<file path="src/rtl/sram_zbt_ctrl_if.sv">
// Request/response bus between the SRAM arbiter (master) and the ZBT
// controller (slave).
//
// Handshake: a request is taken at every rising edge where sram_addr_valid=1
// and sram_ready=1. There is no other backpressure, so a new request can be
// taken on every cycle. A request presented while sram_ready=0 is discarded
// and flagged by the controller. Read data comes back exactly 3 cycles after
// the request, as a one-cycle sram_data_out_valid strobe. There is no ready on
// the response side.
interface sram_zbt_ctrl_if #(
  parameter int ADDR_W = 18
) ();
  logic              sram_addr_valid;
  logic [ADDR_W-1:0] sram_addr;
  logic [31:0]       sram_data_in;
  logic [3:0]        sram_write_mask;
  logic              sram_ready;
  logic [31:0]       sram_data_out;
  logic              sram_data_out_valid;

  modport master (
    output sram_addr_valid, sram_addr, sram_data_in, sram_write_mask,
    input  sram_ready, sram_data_out, sram_data_out_valid
  );

  modport slave (
    input  sram_addr_valid, sram_addr, sram_data_in, sram_write_mask,
    output sram_ready, sram_data_out, sram_data_out_valid
  );
endinterface

</file>
<file path="src/rtl/sram_zbt_ctrl.sv">
// Pipelined ZBT SSRAM controller.
// A request is taken in cycle t. The address and control pins show it in t+1.
// The device data phase is t+2. Read data is returned in t+3.
// Every pin output and every response output comes straight from a flop.
module sram_zbt_ctrl #(
  parameter int INIT_CYCLES = 16,
  parameter int ADDR_W      = 18
) (
  input  logic              sram_clock,
  input  logic              reset,
  sram_zbt_ctrl_if.slave    req,
  output logic              req_dropped_o,
  output logic [ADDR_W-1:0] pin_a_o,
  output logic              pin_ce_n_o,
  output logic              pin_adv_ld_n_o,
  output logic              pin_we_n_o,
  output logic              pin_oe_n_o,
  output logic [3:0]        pin_bw_n_o,
  output logic [31:0]       pin_dq_o,
  output logic              pin_dq_oe_o,
  input  logic [31:0]       pin_dq_i,
  output logic              dbg_state_o
);

  localparam int CNT_W = (INIT_CYCLES > 1) ? $clog2(INIT_CYCLES) : 1;
  localparam logic [CNT_W-1:0] CNT_LOAD = CNT_W'(INIT_CYCLES - 1);

  typedef enum logic {
    S_INIT = 1'b0,
    S_RUN  = 1'b1
  } state_e;

  state_e state_q, state_d;
  logic [CNT_W-1:0] cnt_q, cnt_d;

  logic run;
  logic accept;
  logic drop_now;
  logic is_write;

  // Address stage: pin registers plus the tag for the transaction.
  logic [ADDR_W-1:0] a_q, a_d;
  logic              ce_n_q, ce_n_d;
  logic              we_n_q, we_n_d;
  logic [3:0]        bw_n_q, bw_n_d;
  logic              s1_valid_q, s1_valid_d;
  logic              s1_read_q, s1_read_d;
  logic [31:0]       s1_data_q, s1_data_d;

  // Data stage: pad drive and output-enable registers, plus the read tag.
  logic [31:0]       dq_o_q, dq_o_d;
  logic              dq_oe_q, dq_oe_d;
  logic              oe_n_q, oe_n_d;
  logic              s2_read_q, s2_read_d;

  // Return stage.
  logic [31:0]       rdata_q, rdata_d;
  logic              rvalid_q, rvalid_d;

  logic              dropped_q, dropped_d;

  // State register: reset returns to INIT with the settle counter reloaded.
  always_ff @(posedge sram_clock) begin
    if (reset) begin
      state_q <= S_INIT;
      cnt_q   <= CNT_LOAD;
    end else begin
      state_q <= state_d;
      cnt_q   <= cnt_d;
    end
  end

  // Next state: count down in INIT, leave INIT the cycle after the counter reads 0.
  always_comb begin
    state_d = state_q;
    cnt_d   = cnt_q;
    case (state_q)
      S_INIT: begin
        if (cnt_q == '0) state_d = S_RUN;
        else             cnt_d   = cnt_q - 1'b1;
      end
      S_RUN:   state_d = S_RUN;
      default: state_d = S_INIT;
    endcase
  end

  // State outputs: ready, request acceptance, and drop detection.
  always_comb begin
    run      = (state_q == S_RUN);
    accept   = req.sram_addr_valid && run;
    drop_now = req.sram_addr_valid && !run;
    is_write = (req.sram_write_mask != 4'h0);
  end

  // Next values for the address stage. pin_a holds while the stage is idle.
  always_comb begin
    a_d        = a_q;
    ce_n_d     = 1'b1;
    we_n_d     = 1'b1;
    bw_n_d     = 4'hF;
    s1_valid_d = accept;
    s1_read_d  = 1'b0;
    s1_data_d  = s1_data_q;
    if (accept) begin
      a_d       = req.sram_addr;
      ce_n_d    = 1'b0;
      we_n_d    = ~is_write;
      bw_n_d    = is_write ? ~req.sram_write_mask : 4'hF;
      s1_read_d = ~is_write;
      s1_data_d = req.sram_data_in;
    end
  end

  // Next values for the data stage. Only a write drives the pad and only a
  // read opens the device output, so the pad is never driven in a read cycle.
  always_comb begin
    dq_oe_d   = s1_valid_q && !s1_read_q;
    oe_n_d    = !(s1_valid_q && s1_read_q);
    s2_read_d = s1_valid_q && s1_read_q;
    dq_o_d    = dq_o_q;
    if (s1_valid_q && !s1_read_q) dq_o_d = s1_data_q;
  end

  // Next values for the return stage. The device data is captured at the edge
  // that closes a read data phase. The read data holds while no read returns.
  always_comb begin
    rvalid_d  = s2_read_q;
    rdata_d   = s2_read_q ? pin_dq_i : rdata_q;
    dropped_d = dropped_q | drop_now;
  end

  // Pipeline registers. Reset clears all in-flight tags at once.
  always_ff @(posedge sram_clock) begin
    if (reset) begin
      a_q        <= '0;
      ce_n_q     <= 1'b1;
      we_n_q     <= 1'b1;
      bw_n_q     <= 4'hF;
      s1_valid_q <= 1'b0;
      s1_read_q  <= 1'b0;
      s1_data_q  <= '0;
      dq_o_q     <= '0;
      dq_oe_q    <= 1'b0;
      oe_n_q     <= 1'b1;
      s2_read_q  <= 1'b0;
      rdata_q    <= '0;
      rvalid_q   <= 1'b0;
      dropped_q  <= 1'b0;
    end else begin
      a_q        <= a_d;
      ce_n_q     <= ce_n_d;
      we_n_q     <= we_n_d;
      bw_n_q     <= bw_n_d;
      s1_valid_q <= s1_valid_d;
      s1_read_q  <= s1_read_d;
      s1_data_q  <= s1_data_d;
      dq_o_q     <= dq_o_d;
      dq_oe_q    <= dq_oe_d;
      oe_n_q     <= oe_n_d;
      s2_read_q  <= s2_read_d;
      rdata_q    <= rdata_d;
      rvalid_q   <= rvalid_d;
      dropped_q  <= dropped_d;
    end
  end

  // Output wiring. ADV/LD is tied low: every access is a fresh load, and an
  // idle cycle is a deselect.
  assign req.sram_ready          = run;
  assign req.sram_data_out       = rdata_q;
  assign req.sram_data_out_valid = rvalid_q;
  assign req_dropped_o           = dropped_q;
  assign pin_a_o                 = a_q;
  assign pin_ce_n_o              = ce_n_q;
  assign pin_adv_ld_n_o          = 1'b0;
  assign pin_we_n_o              = we_n_q;
  assign pin_oe_n_o              = oe_n_q;
  assign pin_bw_n_o              = bw_n_q;
  assign pin_dq_o                = dq_o_q;
  assign pin_dq_oe_o             = dq_oe_q;
  assign dbg_state_o             = state_q;

endmodule
</file>
<file path="src/flat_wrapper.sv">
// flat-port wrapper written by rule: the top's interface ports become plain ports
module sram_zbt_ctrl_flat 
#(
  parameter int INIT_CYCLES = 16,
  parameter int ADDR_W      = 18
)
  (sram_clock, reset, req_dropped_o, pin_a_o, pin_ce_n_o, pin_adv_ld_n_o, pin_we_n_o, pin_oe_n_o, pin_bw_n_o, pin_dq_o, pin_dq_oe_o, pin_dq_i, dbg_state_o, req_sram_addr_valid, req_sram_addr, req_sram_data_in, req_sram_write_mask, req_sram_ready, req_sram_data_out, req_sram_data_out_valid);
  sram_zbt_ctrl_if #(.ADDR_W(ADDR_W)) req_i ();
  input  logic sram_clock;
  input  logic reset;
  output logic req_dropped_o;
  output logic [ADDR_W-1:0] pin_a_o;
  output logic pin_ce_n_o;
  output logic pin_adv_ld_n_o;
  output logic pin_we_n_o;
  output logic pin_oe_n_o;
  output logic [3:0] pin_bw_n_o;
  output logic [31:0] pin_dq_o;
  output logic pin_dq_oe_o;
  input  logic [31:0] pin_dq_i;
  output logic dbg_state_o;
  input wire logic [$bits(req_i.sram_addr_valid)-1:0] req_sram_addr_valid;
  input wire logic [$bits(req_i.sram_addr)-1:0] req_sram_addr;
  input wire logic [$bits(req_i.sram_data_in)-1:0] req_sram_data_in;
  input wire logic [$bits(req_i.sram_write_mask)-1:0] req_sram_write_mask;
  output wire logic [$bits(req_i.sram_ready)-1:0] req_sram_ready;
  output wire logic [$bits(req_i.sram_data_out)-1:0] req_sram_data_out;
  output wire logic [$bits(req_i.sram_data_out_valid)-1:0] req_sram_data_out_valid;
  assign req_i.sram_addr_valid = req_sram_addr_valid;
  assign req_i.sram_addr = req_sram_addr;
  assign req_i.sram_data_in = req_sram_data_in;
  assign req_i.sram_write_mask = req_sram_write_mask;
  assign req_sram_ready = req_i.sram_ready;
  assign req_sram_data_out = req_i.sram_data_out;
  assign req_sram_data_out_valid = req_i.sram_data_out_valid;
  sram_zbt_ctrl #(.INIT_CYCLES(INIT_CYCLES), .ADDR_W(ADDR_W)) u_core (.sram_clock(sram_clock), .reset(reset), .req(req_i), .req_dropped_o(req_dropped_o), .pin_a_o(pin_a_o), .pin_ce_n_o(pin_ce_n_o), .pin_adv_ld_n_o(pin_adv_ld_n_o), .pin_we_n_o(pin_we_n_o), .pin_oe_n_o(pin_oe_n_o), .pin_bw_n_o(pin_bw_n_o), .pin_dq_o(pin_dq_o), .pin_dq_oe_o(pin_dq_oe_o), .pin_dq_i(pin_dq_i), .dbg_state_o(dbg_state_o));
endmodule
</file>
<file path="config.mk">
export PLATFORM = sky130hd
export DESIGN_NAME = sram_zbt_ctrl_flat
export DESIGN_NICKNAME = d
export VERILOG_FILES = /design/src/rtl/sram_zbt_ctrl_if.sv /design/src/rtl/sram_zbt_ctrl.sv /design/src/flat_wrapper.sv
export SDC_FILE = /design/constraint.sdc
export NUM_CORES = 1
export LEC_CHECK = 0
export BUFFER_PORTS_ARGS = -buffer_cell sky130_fd_sc_hd__buf_2
export CAP_MARGIN = 20
export CORE_MARGIN = 5
export CORE_UTILIZATION = 35
export CTS_CLUSTER_SIZE = 30
export DETAILED_ROUTE_END_ITERATION = 10
export GPL_TIMING_DRIVEN = 0
export MAX_ROUTING_LAYER = met4
export PLACE_DENSITY_LB_ADDON = 0.25
export SETUP_SLACK_MARGIN = 0.3
export SYNTH_ARGS = -nofsm -noshare
export SYNTH_HDL_FRONTEND = slang
export SYNTH_SLANG_ARGS = --single-unit
</file>
<file path="constraint.sdc">
create_clock -name sram_clock -period 1.7 [get_ports sram_clock]
set_clock_uncertainty 0.05 [all_clocks]
set_input_delay 0.085 -clock sram_clock [delete_from_list [all_inputs] [get_ports sram_clock]]
set_output_delay 0.085 -clock sram_clock [all_outputs]
set_load 0.05 [all_outputs]
</file>
-- After elaboration in Yosys (flattened, before gate mapping)
Cells that the tools add are included.
- register bits after elaboration: 132
- output and inout bits: 95
- $add $sub $neg: 1
- mux-type cells: 3
- bitwise logic cells: 6
- reductions and logical operators: 12
- operators by type and width (operator ; number):
    1-bit logical AND ; 4
    4-bit logical NOT ; 1
    1-bit NOT ; 4
    4-bit NOT ; 1
    4-bit nonzero test ; 1
    4-bit by 1-bit subtractor with 4-bit output (second input constant) ; 1
    1-bit logical NOT ; 3
    3-bit OR reduction ; 1
    1-bit 2-to-1 mux ; 2
    1-bit case mux with 2 select lines ; 1
    2-bit AND reduction ; 1
    2-bit OR reduction ; 1
    1-bit OR ; 1

-- Logic depth before layout (Yosys ltp)
Gate-level depths: netlist (run 1).
- depth after elaboration: 3
- mapped depth: 6
- gate-level depth less buffers: 5

-- Worst setup path after synthesis (run 1)
OpenSTA, ideal clock, no wires.
- path type: reg-to-reg
- start: reg u_core.state_q, in the netlist u_core.dbg_state_o
- end: reg u_core.a_q[10], in the netlist u_core.pin_a_o[10]
- library setup time: 0.060 ns
- arrival: 1.460 ns
- required time: 1.590 ns
- path slack: 0.129 ns
- cell stages (with the launch flop): 7
- clock period less this slack: 1.571 ns
- cell sequence: dfxtp_1 -> nand2_1 -> or2_4 -> clkinv_2 -> buf_12 -> buf_12 -> a22o_1
- cells in the longest elaborated chain, start to end: 1
- RTL lines (item ; line ; RTL):
    start: declaration ; sram_zbt_ctrl.sv:33 ; state_e state_q, state_d;
    start signal: assignment ; sram_zbt_ctrl.sv:68 ; state_q <= state_d;
    1-bit logical AND ; sram_zbt_ctrl.sv:90 ; accept = req.sram_addr_valid && run;
    end signal: assignment ; sram_zbt_ctrl.sv:135 ; a_q <= '0;
    end signal: assignment ; sram_zbt_ctrl.sv:150 ; a_q <= a_d;
    end: declaration ; sram_zbt_ctrl.sv:42 ; logic [ADDR_W-1:0] a_q, a_d;
Every way passes these cells.
A chain may end at the register's enable or synchronous reset.

-- Final worst setup path (run 1)
- start: reg u_core.cnt_q[0]
- end: reg u_core.cnt_q[0]
- cells in the longest elaborated chain, start to end: 3
- RTL lines (item ; line ; RTL):
    start: declaration ; sram_zbt_ctrl.sv:34 ; logic [CNT_W-1:0] cnt_q, cnt_d;
    start signal: assignment ; sram_zbt_ctrl.sv:69 ; cnt_q <= cnt_d;
    parallel branches: the longest is 3 deep, another holds 4-bit by 1-bit subtractor with 4-bit output ; - ;
Several ways; the timed one is not identified.

==> results of run 1 <==
==> tightest hold or removal path, stage by stage <==
cell	delay (ns)
buf_2	0.12
clkbuf_1	0.25
nor2b_1	0.16
==> flip-flops by register name (all words and copies together), names as in the netlist, 4 cells and up <==
name / flops
u_core.pin_dq_o: 32
u_core.s1_data_q: 32
u_core.cnt_q: 4
u_core.pin_bw_n_o: 4
u_core.req.sram_data_out: 32
u_core.pin_a_o: 18
==> final timing paths <==
path / endpoint / slack, ns
hold reg to reg: u_core.pin_dq_o[20] / 0.40
setup / recovery: u_core.cnt_q[0] / 0.34
hold / removal: u_core.req.sram_data_out_valid / 0.19
setup reg to reg: u_core.cnt_q[0] / 0.34
==> where the power goes <==
part           total [uW]  leakage [uW]  internal, uW  switching (uW)
Combinational         367       0.00179           230             137
Clock                3460      0.000275          2200            1260
Sequential           3110       0.00106          3100            6.93
Total                6940       0.00313          5530            1410
==> cell type report <==
class	count	area (um2)
inverter	6	23.8
buffer	32	240
multi-input combinational	244	1520
timing repair buffer	271	1800
sequential	132	2650
clock inverter	7	71.3
fill	1054	5100
clock buffer	25	505
tap	168	210
==> per-layer routing <==
layer | routed length, um | vias to the layer above | track usage [%]
met5 | 0 | - | -
met4 | 249 | 0 | 7.63
met3 | 817 | 23 | 5.15
met2 | 6020 | 127 | 29.2
met1 | 5160 | 1852 | 19.7
li1 | - | 1997 | -
==> cells by family after synthesis <==
logic type / after synthesis
flip-flops: 132
AND/OR/NAND/NOR: 122
AO/OA/AOI/OAI: 87
buffers and inverters: 38
multiplexers: 33
adder cells (fa/ha/maj): 1
other: 1
==> placed cells by master, fill, tap and decap left out, types with 4 or more instances in the layout <==
cell and instances:
buf_2 191, clkbuf_2 4, nand2_1 70, a21oi_1 34
clkbuf_1 11, dlygate4sd3_1 88, dfxtp_1 129, mux2i_1 33
buf_4 5, a22o_1 50, nor2_1 37, buf_12 5
clkbuf_8 5, clkbuf_16 17
==> through the flow <==
step	utilization (%)	hold WS [ns]	total power, uW
after floorplan	-	0.0969	3240
after global placement	45.4	0.209	3370
after detailed placement	45.4	0.212	3370
after CTS	57.7	0.195	7020
after global routing	57.9	0.266	7200
final	57.9	0.192	6940
==> what timing repair did <==
action	CTS	global route
setup buffers	1	0
gates resized for setup	12	13
hold buffers	88	0
hold endpoints to repair	90	0
setup endpoints to repair	81	61
cloned	0	0
==> run_results.csv, run 1 <==
group,metric,value,unit
status,status,"completed",
grt,grtUsageTotal,17.6,%
detailed_routing,routedWlPerCell,13.8,um
finish,area_growth,60.3,%
synth,yosysUniqueCellTypes,27,
synth,yosysSeqAreaShare,60.4,%
detailed_routing,drcViolationCount,0,
clocking,cts_tree,"done",
grt,grt_pass1_vias,4175,
timing,hold_violations,0,
finish,stdcell_area,7010,um2
detailed_routing,drt_iter0_markers,129,
grt,grt_max_degree,17,
finish,n_antenna_cell,0,
critical_path,critical_path.max_fanout,4,
critical_path,reg2reg_from,"u_core.cnt_q[0]",
synth,ys_warn_count,0,
place,hpwl,8.22,mm
critical_path,cp-start-kind,"flop",
clocking,numCtsBuffers,17,
finish,fin_cells,885,
synth,synth-seq-cells,132,
timing,setup_ws,0.338,ns
detailed_routing,postRouteAntennaNets,0,
synth,synthXorXnorAreaFrac,0,%
synth,syn_area_per_cell,10.6,um2
critical_path,slowest_stage,"or3b_1",
critical_path,critical_path_class,"reg2reg",
timing,finalCritPeriodShare,80.1,%
synth,synth-simple-area-share,11.7,%
floorplan,initial_core_util,36.1,%
critical_path,worstPathCellList,"inv_2, ha_4, nor3b_4, nor3_2, or3b_1",
grt,grt.overflow.total,0,
place,dp_slack,0.0331,ns
detailed_routing,drt-total-wl,12.2,mm
synth,synthTopCellsByCount,"dfxtp_1, nand2_1, a22o_1",
timing,drv_slew,0,
critical_path,cp.arrival,1.59,ns
detailed_routing,viasPerCell,4.52,
synth,synth-async-reset-ratio,0,%
place,dp_cells,764,
power_and_ir_drop,p_leak,0.00313,uW
critical_path,r2r.worst_path.cells,5,
grt,grt_first_pass_wirelength,20.0,mm
floorplan,die_w,122,um
power_and_ir_drop,power_density,990,nW/um2
hold_path,min-delay-start,"reset",
timing,fin_crit,1.36,ns
clocking,htreeDepth,4,
hold_path,hp-class,"in2reg",
floorplan,die_h,122,um
critical_path,crit_buf_inv,1,
power_and_ir_drop,ir_worst_vdd,0.742,mV
critical_path,cpLargestDelayFamily,"simple AND/OR/NAND/NOR gates",
synth,syn_area,4380,um2
critical_path,critical_path.startpoint,"u_core.cnt_q[0]",
run,max-cap-violations,0,
timing,slew-limit-headroom,66.3,%
synth,synth_compound_gate_area_share,14.3,%
floorplan,dieArea,14800,um2
clocking,cts.sinks,132,
floorplan,coreArea,12100,um2
synth,synth_top_family_by_area,"compound AO/OA/AOI/OAI gates",
synth,yosys.area_share.adder,0.286,%
place,postPlaceCellArea,5500,um2
finish,nets,794,
clocking,cts_root_buf,"clkbuf_16",
clocking,clkLatencyLatePin,0.40,ns
detailed_routing,firstDrtPassIters,4,
timing,worst_pin_slew,0.505,ns
synth,synth_enable_flop_cells,0,
timing,fin_tns_setup,0,ns
timing,fmax,734,MHz
clocking,clk_pin_slew,0.05,ns
floorplan,rows,40,
timing,finalSetupViolCount,0,
place,gp_congestion,0.772,
critical_path,path_depth,5,
synth,netlist_instances,414,
place,portBuffers,182,
synth,ys_top_cells_by_area,"dfxtp_1, a22o_1, mux2i_1",
synth,synth_top_area_share,60.4,%
synth,synth-main-ff-cell,"dfxtp_1",
grt,antenna_found_initial,0,
finish,drive_above_1_share,34.6,%
detailed_routing,vias,3999,
synth,synthMuxAreaShare,7.55,%
clocking,clockBufferDepth,2,
critical_path,critPathMaxStageDelay,0.35,ns
hold_path,whs_path_depth,3,
synth,yosys.area.top_type,"dfxtp_1",
critical_path,required,1.93,ns
timing,rsz0062_at_grt,"true",
synth,yosysMostFrequentCell,"dfxtp_1",
synth,synth_nets,504,
critical_path,end_kind,"flop",
floorplan,ioPinCount,184,
No activity file was read; power rests on OpenSTA's default activity.
==> run 2, diff against run 1 <==
==> constraint.sdc (replaced) <==
create_clock -name sram_clock -period 1.38 [get_ports sram_clock]
set_clock_uncertainty 0.05 [all_clocks]
set_input_delay 0.069 -clock sram_clock [delete_from_list [all_inputs] [get_ports sram_clock]]
set_output_delay 0.069 -clock sram_clock [all_outputs]
set_load 0.05 [all_outputs]
==> run 2 against run 1 <==
- cell count increased by 2.9%
- count of clock-buffer cells in the layout decreased by 2
- critical path depth unchanged
- sequential cell count unchanged
- cell area increased by 27%
- critical endpoint unchanged
- largest power group unchanged
- highest routed layer unchanged
==> run_results.csv, run 2 (synthesized netlist as in run 1, its figures left out) <==
group,metric,value,unit
status,status,"completed",
finish,multiInputGateArea,2000,um2
grt,grt.overflow.total,0,
critical_path,end_kind,"flop",
grt,grt_pass1_vias,4290,
critical_path,critical_path.max_fanout,4,
clocking,htreeDepth,4,
finish,drive_above_1_share,59.1,%
place,hpwl,8.38,mm
finish,n_antenna_cell,0,
place,dp_slack,-0.229,ns
timing,worst_pin_slew,0.712,ns
timing,setup_ws,0.000918,ns
detailed_routing,drt-total-wl,16.4,mm
clocking,numCtsBuffers,17,
finish,layout_common_cells,"buf_2, dlygate4sd3_1, buf_6, dfxtp_2, dfxtp_1",
detailed_routing,drt_iter0_markers,164,
clocking,cts.sinks,132,
power_and_ir_drop,power_density,1020,nW/um2
detailed_routing,drcViolationCount,0,
hold_path,min-delay-start,"reset",
floorplan,coreArea,12100,um2
clocking,cts_root_buf,"clkbuf_16",
power_and_ir_drop,power,9100,uW
grt,grtUsageTotal,18.9,%
floorplan,die_w,122,um
critical_path,cp-start-kind,"flop",
power_and_ir_drop,p_sw,1830,uW
grt,use_met2,32.8,%
critical_path,critical_path_class,"reg2reg",
place,portBuffers,182,
clocking,clkLatencyLatePin,0.41,ns
timing,fin_tns_setup,0,ns
critical_path,worstPathCellList,"inv_2, ha_4, nor3b_4, nor3_2, or3b_1",
finish,area_growth,103,%
timing,whs,0.0442,ns
floorplan,dieArea,14800,um2
power_and_ir_drop,pwr-share-comb,5.4,%
critical_path,reg2reg_from,"u_core.cnt_q[0]",
finish,final_util,73.4,%
critical_path,required,1.62,ns
power_and_ir_drop,clkPwrFrac,52.6,%
timing,rsz0062_at_grt,"true",
floorplan,rows,40,
critical_path,cp.arrival,1.62,ns
run,max-cap-violations,0,
clocking,clockBufferDepth,2,
critical_path,critPathMaxStageDelay,0.35,ns
critical_path,slowest_stage,"or3b_1",
finish,register_area,2750,um2
grt,antenna_found_initial,0,
detailed_routing,routedWlPerCell,18.0,um
critical_path,cpLargestDelayFamily,"simple AND/OR/NAND/NOR gates",
timing,fmax,725,MHz
timing,finalSetupViolCount,0,
power_and_ir_drop,swShare,20.1,%
grt,grt.busiest_layer,"met2",
power_and_ir_drop,ir_worst_vdd,0.762,mV
timing,hold_violations,0,
clocking,cts_tree,"done",
grt,grt_max_degree,17,
grt,use_met3,6.50,%
finish,layout_commonest_cell,"buf_2",
floorplan,ioPinCount,184,
timing,drv_slew,0,
critical_path,crit_buf_inv,1,
detailed_routing,vias,4321,
grt,grtUsageMet1,19.8,%
timing,finalCritPeriodShare,99.9,%
detailed_routing,viasPerCell,4.74,
floorplan,initial_core_util,36.1,%
power_and_ir_drop,seqPwrFrac,42.0,%
critical_path,critical_path.startpoint,"u_core.cnt_q[0]",
hold_path,hp-class,"in2reg",
place,gp_congestion,0.781,
clocking,clk_pin_slew,0.05,ns
timing,slew-limit-headroom,52.5,%
finish,nets,820,
floorplan,die_h,122,um
timing,fin_crit,1.38,ns
power_and_ir_drop,p_int,7270,uW
detailed_routing,firstDrtPassIters,4,
finish,fillCellCount,772,
power_and_ir_drop,p_leak,0.00397,uW
detailed_routing,postRouteAntennaNets,0,
grt,grt_first_pass_wirelength,21.2,mm
==> run 2: cell types whose count changed in the layout (fill, tap and decap cells not counted), sizes merged <==
cell,before,now
clkinvlp,3,0
clkinv,4,6
clkbuf,39,48
bufinv,1,4
dlygate4sd3,88,86
dlymetal6s4s,0,1
buf,201,217
==> run 2: tightest hold or removal path: stages <==
cell,delay (ns)
buf_2,0.13
or2_4,0.16
buf_4,0.11
==> run 2: metal layers <==
metal	wire length, um	share of wire, %
met1	6180	38
met2	8960	55
met3	912	5.6
met4	333	2.0
met5	0	0
==> run 2: power groups by stage <==
| stage | sequential [uW] | combinational, uW | clock [uW] |
|---|---|---|---|
| detailed placement | 3910 | 248 | 0 |
| floorplan | 3920 | 78.8 | 0 |
| global placement | 3910 | 239 | 0 |
| finish | 3820 | 491 | 4790 |
| CTS | 3830 | 451 | 4820 |
| global route | 3820 | 527 | 5010 |
==> run 2: per-stage QoR <==
step	std cells	instance area [um2]
2_1_floorplan	414	4410
3_3_place_gp	764	5530
3_5_place_dp	764	5530
4_1_cts	892	7740
5_1_grt	911	8890
6_report	911	8890
==> run 2: worst paths after layout <==
path / to / slack (ns) / cells after the start
max reg2reg: u_core.cnt_q[0] / 0.0009 / 5
min reg2reg: u_core.pin_dq_o[29] / 0.40 / 2
min: u_core.pin_ce_n_o / 0.04 / 3
max: u_core.cnt_q[0] / 0.0009 / 5
==> run 2: repair_timing <==
item | in CTS | in global routing
hold buffers | 87 | 0
setup endpoints to repair | 215 | 188
gates resized for setup | 202 | 256
setup buffers | 7 | 6
pin swaps | 2 | 64
cloned | 2 | 13
hold endpoints to repair | 89 | 0
==> run 2: cell type report <==
class | instances | area share, %
clock buffers | 23 | 5.39
clock inverters | 9 | 1.68
well taps | 168 | 2.37
repair buffers | 297 | 32.5
inverters | 6 | 0.310
flip-flops and latches | 132 | 30.9
multi-input cells | 244 | 22.5
plain buffers | 32 | 4.32
